$ cat config.mk
export PLATFORM = sky130hd
export DESIGN_NAME = ps2_keyboard_rx_flat
export DESIGN_NICKNAME = d
export VERILOG_FILES = /design/src/rtl/ps2_keyboard_rx_if.sv /design/src/rtl/ps2_keyboard_rx.sv /design/src/flat_wrapper.sv
export SDC_FILE = /design/constraint.sdc
export NUM_CORES = 1
export LEC_CHECK = 0
export CORE_AREA = 4 4 57 111
export CTS_BUF_LIST = sky130_fd_sc_hd__clkbuf_16
export DETAILED_ROUTE_END_ITERATION = 16
export DIE_AREA = 0 0 61 115
export MAX_ROUTING_LAYER = met4
export PLACE_DENSITY = 0.72
export SLEW_MARGIN = 20
export SYNTH_ARGS = -nofsm -noshare
export SYNTH_HDL_FRONTEND = slang
export SYNTH_SLANG_ARGS = --single-unit
$ cat constraint.sdc
create_clock -name Clock -period 3 [get_ports Clock]
set_clock_uncertainty 0.15 [all_clocks]
set_input_delay 0.9 -clock Clock [delete_from_list [all_inputs] [get_ports Clock]]
set_output_delay 0.9 -clock Clock [all_outputs]
set_load 0.05 [all_outputs]
$ cat src/rtl/ps2_keyboard_rx_if.sv
// rtl/ps2_keyboard_rx_if.sv - scan-code handshake bundle between the PS/2 receiver and its consumer
// oBreak exists only when PS2_BREAK_DECODE_EN is defined.
interface ps2_keyboard_rx_if;
  logic [7:0] oScanCode;
  logic       oValid;
  logic       iAck;
  logic       oParityError;
  logic       oFrameError;
  logic       oOverrun;
  logic       oBusy;
`ifdef PS2_BREAK_DECODE_EN
  logic       oBreak;
`endif

  modport master (
    output oScanCode, oValid, oParityError, oFrameError, oOverrun, oBusy,
`ifdef PS2_BREAK_DECODE_EN
    output oBreak,
`endif
    input  iAck
  );

  modport slave (
    input  oScanCode, oValid, oParityError, oFrameError, oOverrun, oBusy,
`ifdef PS2_BREAK_DECODE_EN
    input  oBreak,
`endif
    output iAck
  );
endinterface

$ cat src/rtl/ps2_keyboard_rx.sv
// rtl/ps2_keyboard_rx.sv - PS/2 device-to-host frame receiver with one-deep scan-code holding register
// Optional break-code folding (0xF0 prefix -> oBreak) under macro PS2_BREAK_DECODE_EN.
module ps2_keyboard_rx #(
  parameter int FILTER_DEPTH   = 8,
  parameter int TIMEOUT_CYCLES = 50000
) (
  input  logic             Clock,
  input  logic             Reset,
  input  logic             iPS2_CLK,
  input  logic             iPS2_DATA,
  ps2_keyboard_rx_if.master bus
);
  localparam int TW = $clog2(TIMEOUT_CYCLES + 1);

  typedef enum logic [1:0] {IDLE, DATA, PARITY, STOP} stateT;

  stateT                   state;
  logic [1:0]              clkSync, dataSync;
  logic [FILTER_DEPTH-1:0] clkShift, dataShift;
  logic                    clkFilt, dataFilt, clkFiltD;
  logic [7:0]              shiftReg;
  logic [2:0]              bitCnt;
  logic                    parityBit;
  logic [TW-1:0]           timeoutCnt;

  logic fallEdge, frameDone, goodFrame, deliver;

  assign fallEdge  = clkFiltD & ~clkFilt;
  assign frameDone = (state == STOP) && fallEdge;
  // Odd parity: data bits plus parity bit must XOR to 1.
  assign goodFrame = frameDone && (^{shiftReg, parityBit}) && dataFilt;

`ifdef PS2_BREAK_DECODE_EN
  logic breakPending;
  assign deliver = goodFrame && (shiftReg != 8'hF0);
`else
  assign deliver = goodFrame;
`endif

  assign bus.oBusy = (state != IDLE);

  always_ff @(posedge Clock or posedge Reset) begin
    if (Reset) begin
      state            <= IDLE;
      clkSync          <= '1;
      dataSync         <= '1;
      clkShift         <= '1;
      dataShift        <= '1;
      clkFilt          <= 1'b1;
      dataFilt         <= 1'b1;
      clkFiltD         <= 1'b1;
      shiftReg         <= '0;
      bitCnt           <= '0;
      parityBit        <= 1'b0;
      timeoutCnt       <= '0;
      bus.oScanCode    <= '0;
      bus.oValid       <= 1'b0;
      bus.oParityError <= 1'b0;
      bus.oFrameError  <= 1'b0;
      bus.oOverrun     <= 1'b0;
`ifdef PS2_BREAK_DECODE_EN
      bus.oBreak       <= 1'b0;
      breakPending     <= 1'b0;
`endif
    end else begin
      clkSync   <= {clkSync[0], iPS2_CLK};
      dataSync  <= {dataSync[0], iPS2_DATA};
      clkShift  <= {clkShift[FILTER_DEPTH-2:0], clkSync[1]};
      dataShift <= {dataShift[FILTER_DEPTH-2:0], dataSync[1]};
      // Level changes only once the whole window agrees; otherwise hold.
      if (&clkShift)       clkFilt <= 1'b1;
      else if (~|clkShift) clkFilt <= 1'b0;
      if (&dataShift)       dataFilt <= 1'b1;
      else if (~|dataShift) dataFilt <= 1'b0;
      clkFiltD <= clkFilt;

      bus.oParityError <= 1'b0;
      bus.oFrameError  <= 1'b0;
      if (bus.iAck) begin
        bus.oValid   <= 1'b0;
        bus.oOverrun <= 1'b0;
      end

      if (state == IDLE || fallEdge) timeoutCnt <= '0;
      else                           timeoutCnt <= timeoutCnt + TW'(1);

      case (state)
        IDLE:
          if (fallEdge && !dataFilt) begin
            state  <= DATA;
            bitCnt <= '0;
          end
        DATA:
          if (fallEdge) begin
            shiftReg <= {dataFilt, shiftReg[7:1]};
            bitCnt   <= bitCnt + 3'd1;
            if (bitCnt == 3'd7) state <= PARITY;
          end
        PARITY:
          if (fallEdge) begin
            parityBit <= dataFilt;
            state     <= STOP;
          end
        STOP:
          if (fallEdge) begin
            state <= IDLE;
            if (!(^{shiftReg, parityBit})) bus.oParityError <= 1'b1;
            else if (!dataFilt)            bus.oFrameError  <= 1'b1;
          end
        default: state <= IDLE;
      endcase

      // A stalled frame is abandoned silently.
      if (state != IDLE && !fallEdge && timeoutCnt == TW'(TIMEOUT_CYCLES - 1))
        state <= IDLE;

      if (deliver) begin
        if (!bus.oValid || bus.iAck) begin
          bus.oScanCode <= shiftReg;
          bus.oValid    <= 1'b1;
`ifdef PS2_BREAK_DECODE_EN
          bus.oBreak    <= breakPending;
`endif
        end else begin
          bus.oOverrun <= 1'b1;
        end
      end

`ifdef PS2_BREAK_DECODE_EN
      if (frameDone) breakPending <= goodFrame && (shiftReg == 8'hF0);
`endif
    end
  end
endmodule
$ cat src/flat_wrapper.sv
// flat-port wrapper written by rule: the top's interface ports become plain ports
module ps2_keyboard_rx_flat 
#(
  parameter int FILTER_DEPTH   = 8,
  parameter int TIMEOUT_CYCLES = 50000
)
  (Clock, Reset, iPS2_CLK, iPS2_DATA, bus_oScanCode, bus_oValid, bus_oParityError, bus_oFrameError, bus_oOverrun, bus_oBusy, bus_iAck);
  ps2_keyboard_rx_if bus_i ();
  input  logic Clock;
  input  logic Reset;
  input  logic iPS2_CLK;
  input  logic iPS2_DATA;
  output wire logic [$bits(bus_i.oScanCode)-1:0] bus_oScanCode;
  output wire logic [$bits(bus_i.oValid)-1:0] bus_oValid;
  output wire logic [$bits(bus_i.oParityError)-1:0] bus_oParityError;
  output wire logic [$bits(bus_i.oFrameError)-1:0] bus_oFrameError;
  output wire logic [$bits(bus_i.oOverrun)-1:0] bus_oOverrun;
  output wire logic [$bits(bus_i.oBusy)-1:0] bus_oBusy;
  input wire logic [$bits(bus_i.iAck)-1:0] bus_iAck;
  assign bus_oScanCode = bus_i.oScanCode;
  assign bus_oValid = bus_i.oValid;
  assign bus_oParityError = bus_i.oParityError;
  assign bus_oFrameError = bus_i.oFrameError;
  assign bus_oOverrun = bus_i.oOverrun;
  assign bus_oBusy = bus_i.oBusy;
  assign bus_i.iAck = bus_iAck;
  ps2_keyboard_rx #(.FILTER_DEPTH(FILTER_DEPTH), .TIMEOUT_CYCLES(TIMEOUT_CYCLES)) u_core (.Clock(Clock), .Reset(Reset), .iPS2_CLK(iPS2_CLK), .iPS2_DATA(iPS2_DATA), .bus(bus_i));
endmodule
==> reports/results.ini <==
[yosys]
synth_cell_types=34
syn_nets=221
synth_top_area_share_pct=38.94
synth-async-reset-ratio_pct=100.0
synth_cells=208
synthTopCellsByArea=dfrtp_1 (39%), dfstp_2 (22%), mux2_4 (4.5%)
synth_ff_type=dfrtp_1
synth_most_common_cell=dfrtp_1
synth_warnings=0
yosysTopAreaCell=dfrtp_1
ys_ff_latch=65
synth_edf_count=0
syn_area_per_cell_um2=12.98
syn_area_um2=2699
netlist_top_cells_count=dfrtp_1 (42), dfstp_2 (23), nor2_1 (18), nand2_1 (17)
synth-seq-area-share_pct=61.34

[clocking]
post_cts_resized=0
insertion_delay_ps=320
path_clk_slew_ps=50
cts_tree=yes
cts_root_buffer=clkbuf_16
clock-sinks=65
postCtsSetupBuffers=0
cts_made_buffers=9
h-tree-depth=3
clock_path_buffers=2
cts_hold_buf=0

[sta]
period_share_pct=84.92
setup-tns-final_ps=0
fmax_mhz=392.5
fin_crit_ps=2548
finalMaxSlewViolations=0
rsz0062_at_grt=no
setup_viol=0
slew_headroom_pct=64.24
hold_viol_final=0
tightest_slew_ps=535.1
fin_ws_ps=452.3

[placed_design]
place_inst=285
pre_cts_slack_ps=647.6
port_buffers=17
place_hpwl_mm=3.126
gp_congestion=0.8124

[setup_path]
crit_path_end_kind=primary output
ff2ff_setup_slack_ps=840
cp-start-kind=flip-flop
crit_end=bus_oScanCode[0]
crit_start=u_core.bus.oScanCode[0]
r2r-start=u_core.shiftReg[1]
worst-path-max-fanout=2
worstRegToRegCells=5
path_class=reg -> out
cpPeakStageDelay_ps=810
crit_chain=clkdlybuf4s50_1
cp_slowest_cell=clkdlybuf4s50_1
crit_arrival_ps=1500
r2r_end=u_core.bus.oScanCode[1]
path_delay_family=buffers and inverters
path_buf_inv=1
path_depth=1
cp.required_ps=1950

[layout]
antenna_cells=0
fin_util_pct=60.30
fillers=447
layout.nets=249
areaGrowthSynthToFinish_pct=21.09
fin_cells=301
drive_gt1_share_pct=21.99

[drt]
wl_per_cell_um=14.53
routed_wl_mm=4.375
via_per_inst=5.352
drtPass1Iterations=4
vias=1611
first_iter_violations=34
antenna_left=0
post-route-drc-count=0

[status]
status=completed

[die]
start_util_pct=49.79
die_h_um=115
num_rows=38
dieArea_um2=7015
die_w_um=61
core_area_um2=5420
ios=18

[pwr]
cellPowerDensity_nw_per_um2=790.5
ir_drop_uv=924.1
cellLeakagePower_uw=0.001481

[global_routing]
first_global_vias=1681
grtUsageTotal_pct=15.56
grt_start_max_net_pins=47
grt-ovfl-total=0
grt_pass1_wl_mm=7.707
antenna_found_initial=0

[worst_hold_path]
min_delay_path_depth=0
min_path_type=reg -> reg

[run]
max_cap_viol_count=0

==> worst reg2reg max path, cell delays in order, from the launching register on <==
cell and delay, ps:
dfrtp_1 410, xnor2_1 170, xnor3_2 490, xnor2_4 270, nand3_4 210, mux2_4 340
==> registers in the layout, indices dropped and copies added (netlist names) <==
name and cells:
u_core.timeoutCnt 16, u_core.bus.oScanCode 8, u_core.clkShift 8, u_core.dataShift 8
u_core.shiftReg 8, u_core.bitCnt 3, u_core.clkSync 2, u_core.dataSync 2
u_core.state 2, u_core.bus.oFrameError 1, u_core.bus.oOverrun 1, u_core.bus.oParityError 1
u_core.bus.oValid 1, u_core.clkFilt 1, u_core.clkFiltD 1, u_core.dataFilt 1
u_core.parityBit 1
==> power by group <==
part / leakage (uW) / switching [uW] / internal, uW
Clock: 0.000159 / 351 / 718
Sequential: 0.000818 / 64.9 / 966
Combinational: 0.000504 / 278 / 205
Total: 0.00148 / 694 / 1890
==> layout make-up <==
class                           instances  area, um^2  area share (%)
Clock inverter                          7       85.08           2.603
Sequential cell                        65        1655           50.65
Clock buffer                            9       225.2           6.891
Timing Repair Buffer                   18       187.7           5.743
Tap cell                               60       75.07           2.297
Multi-Input combinational cell        137        1021           31.24
Inverter                                5       18.77          0.5743
==> metal layers <==
metal  wire (um)  global-route usage, %  up-vias
met5           0                      -        -
met3         134                  3.708       10
li1            -                      -      786
met2        2392                  23.80       25
met4         150                  10.71        0
met1        1696                  17.32      790
==> cells in the final DEF, fill, tap and decap left out, types with 7 or more instances in the layout <==
master            n
dfrtp_1          42
mux2_4            8
dfstp_2          23
nor2_1           18
nand3_1           9
clkdlybuf4s50_1  16
nand2_1          17
ha_1              8
clkbuf_16         9
o21ai_1           8
xnor2_1           9
mux2_1            9
xor2_1            7
==> worst min-delay path by stage <==
stage / slack (ps) / endpoint / startpoint
detailed placement: 200 / u_core.dataShift[0] / u_core.dataSync[1]
global route: 210 / u_core.dataShift[0] / u_core.dataSync[1]
finish: 200 / u_core.dataShift[0] / u_core.dataSync[1]
global placement: 200 / u_core.dataShift[0] / u_core.dataSync[1]
CTS: 200 / u_core.dataShift[0] / u_core.dataSync[1]
floorplan: 200 / u_core.clkShift[0] / u_core.clkSync[1]
==> logic make-up after synthesis <==
| family | synth area share, % |
|---|---|
| simple gates | 13.31 |
| flops | 61.34 |
| compound gates | 5.517 |
| xor+xnor | 7.093 |
| mux | 8.206 |
| fa+ha+maj | 3.709 |
| buf+inv | 0.8344 |
==> per-stage QoR <==
step	total power [uW]	area [um^2]	hold WS, ps
2_1_floorplan	1428	2699	195.2
4_1_cts	2623	3268	204.9
3_3_place_gp	1525	2958	195.3
3_5_place_dp	1535	2958	197.3
6_report	2583	3268	203.3
5_1_grt	2718	3268	207.3
Power figures use the tool's default switching activity.
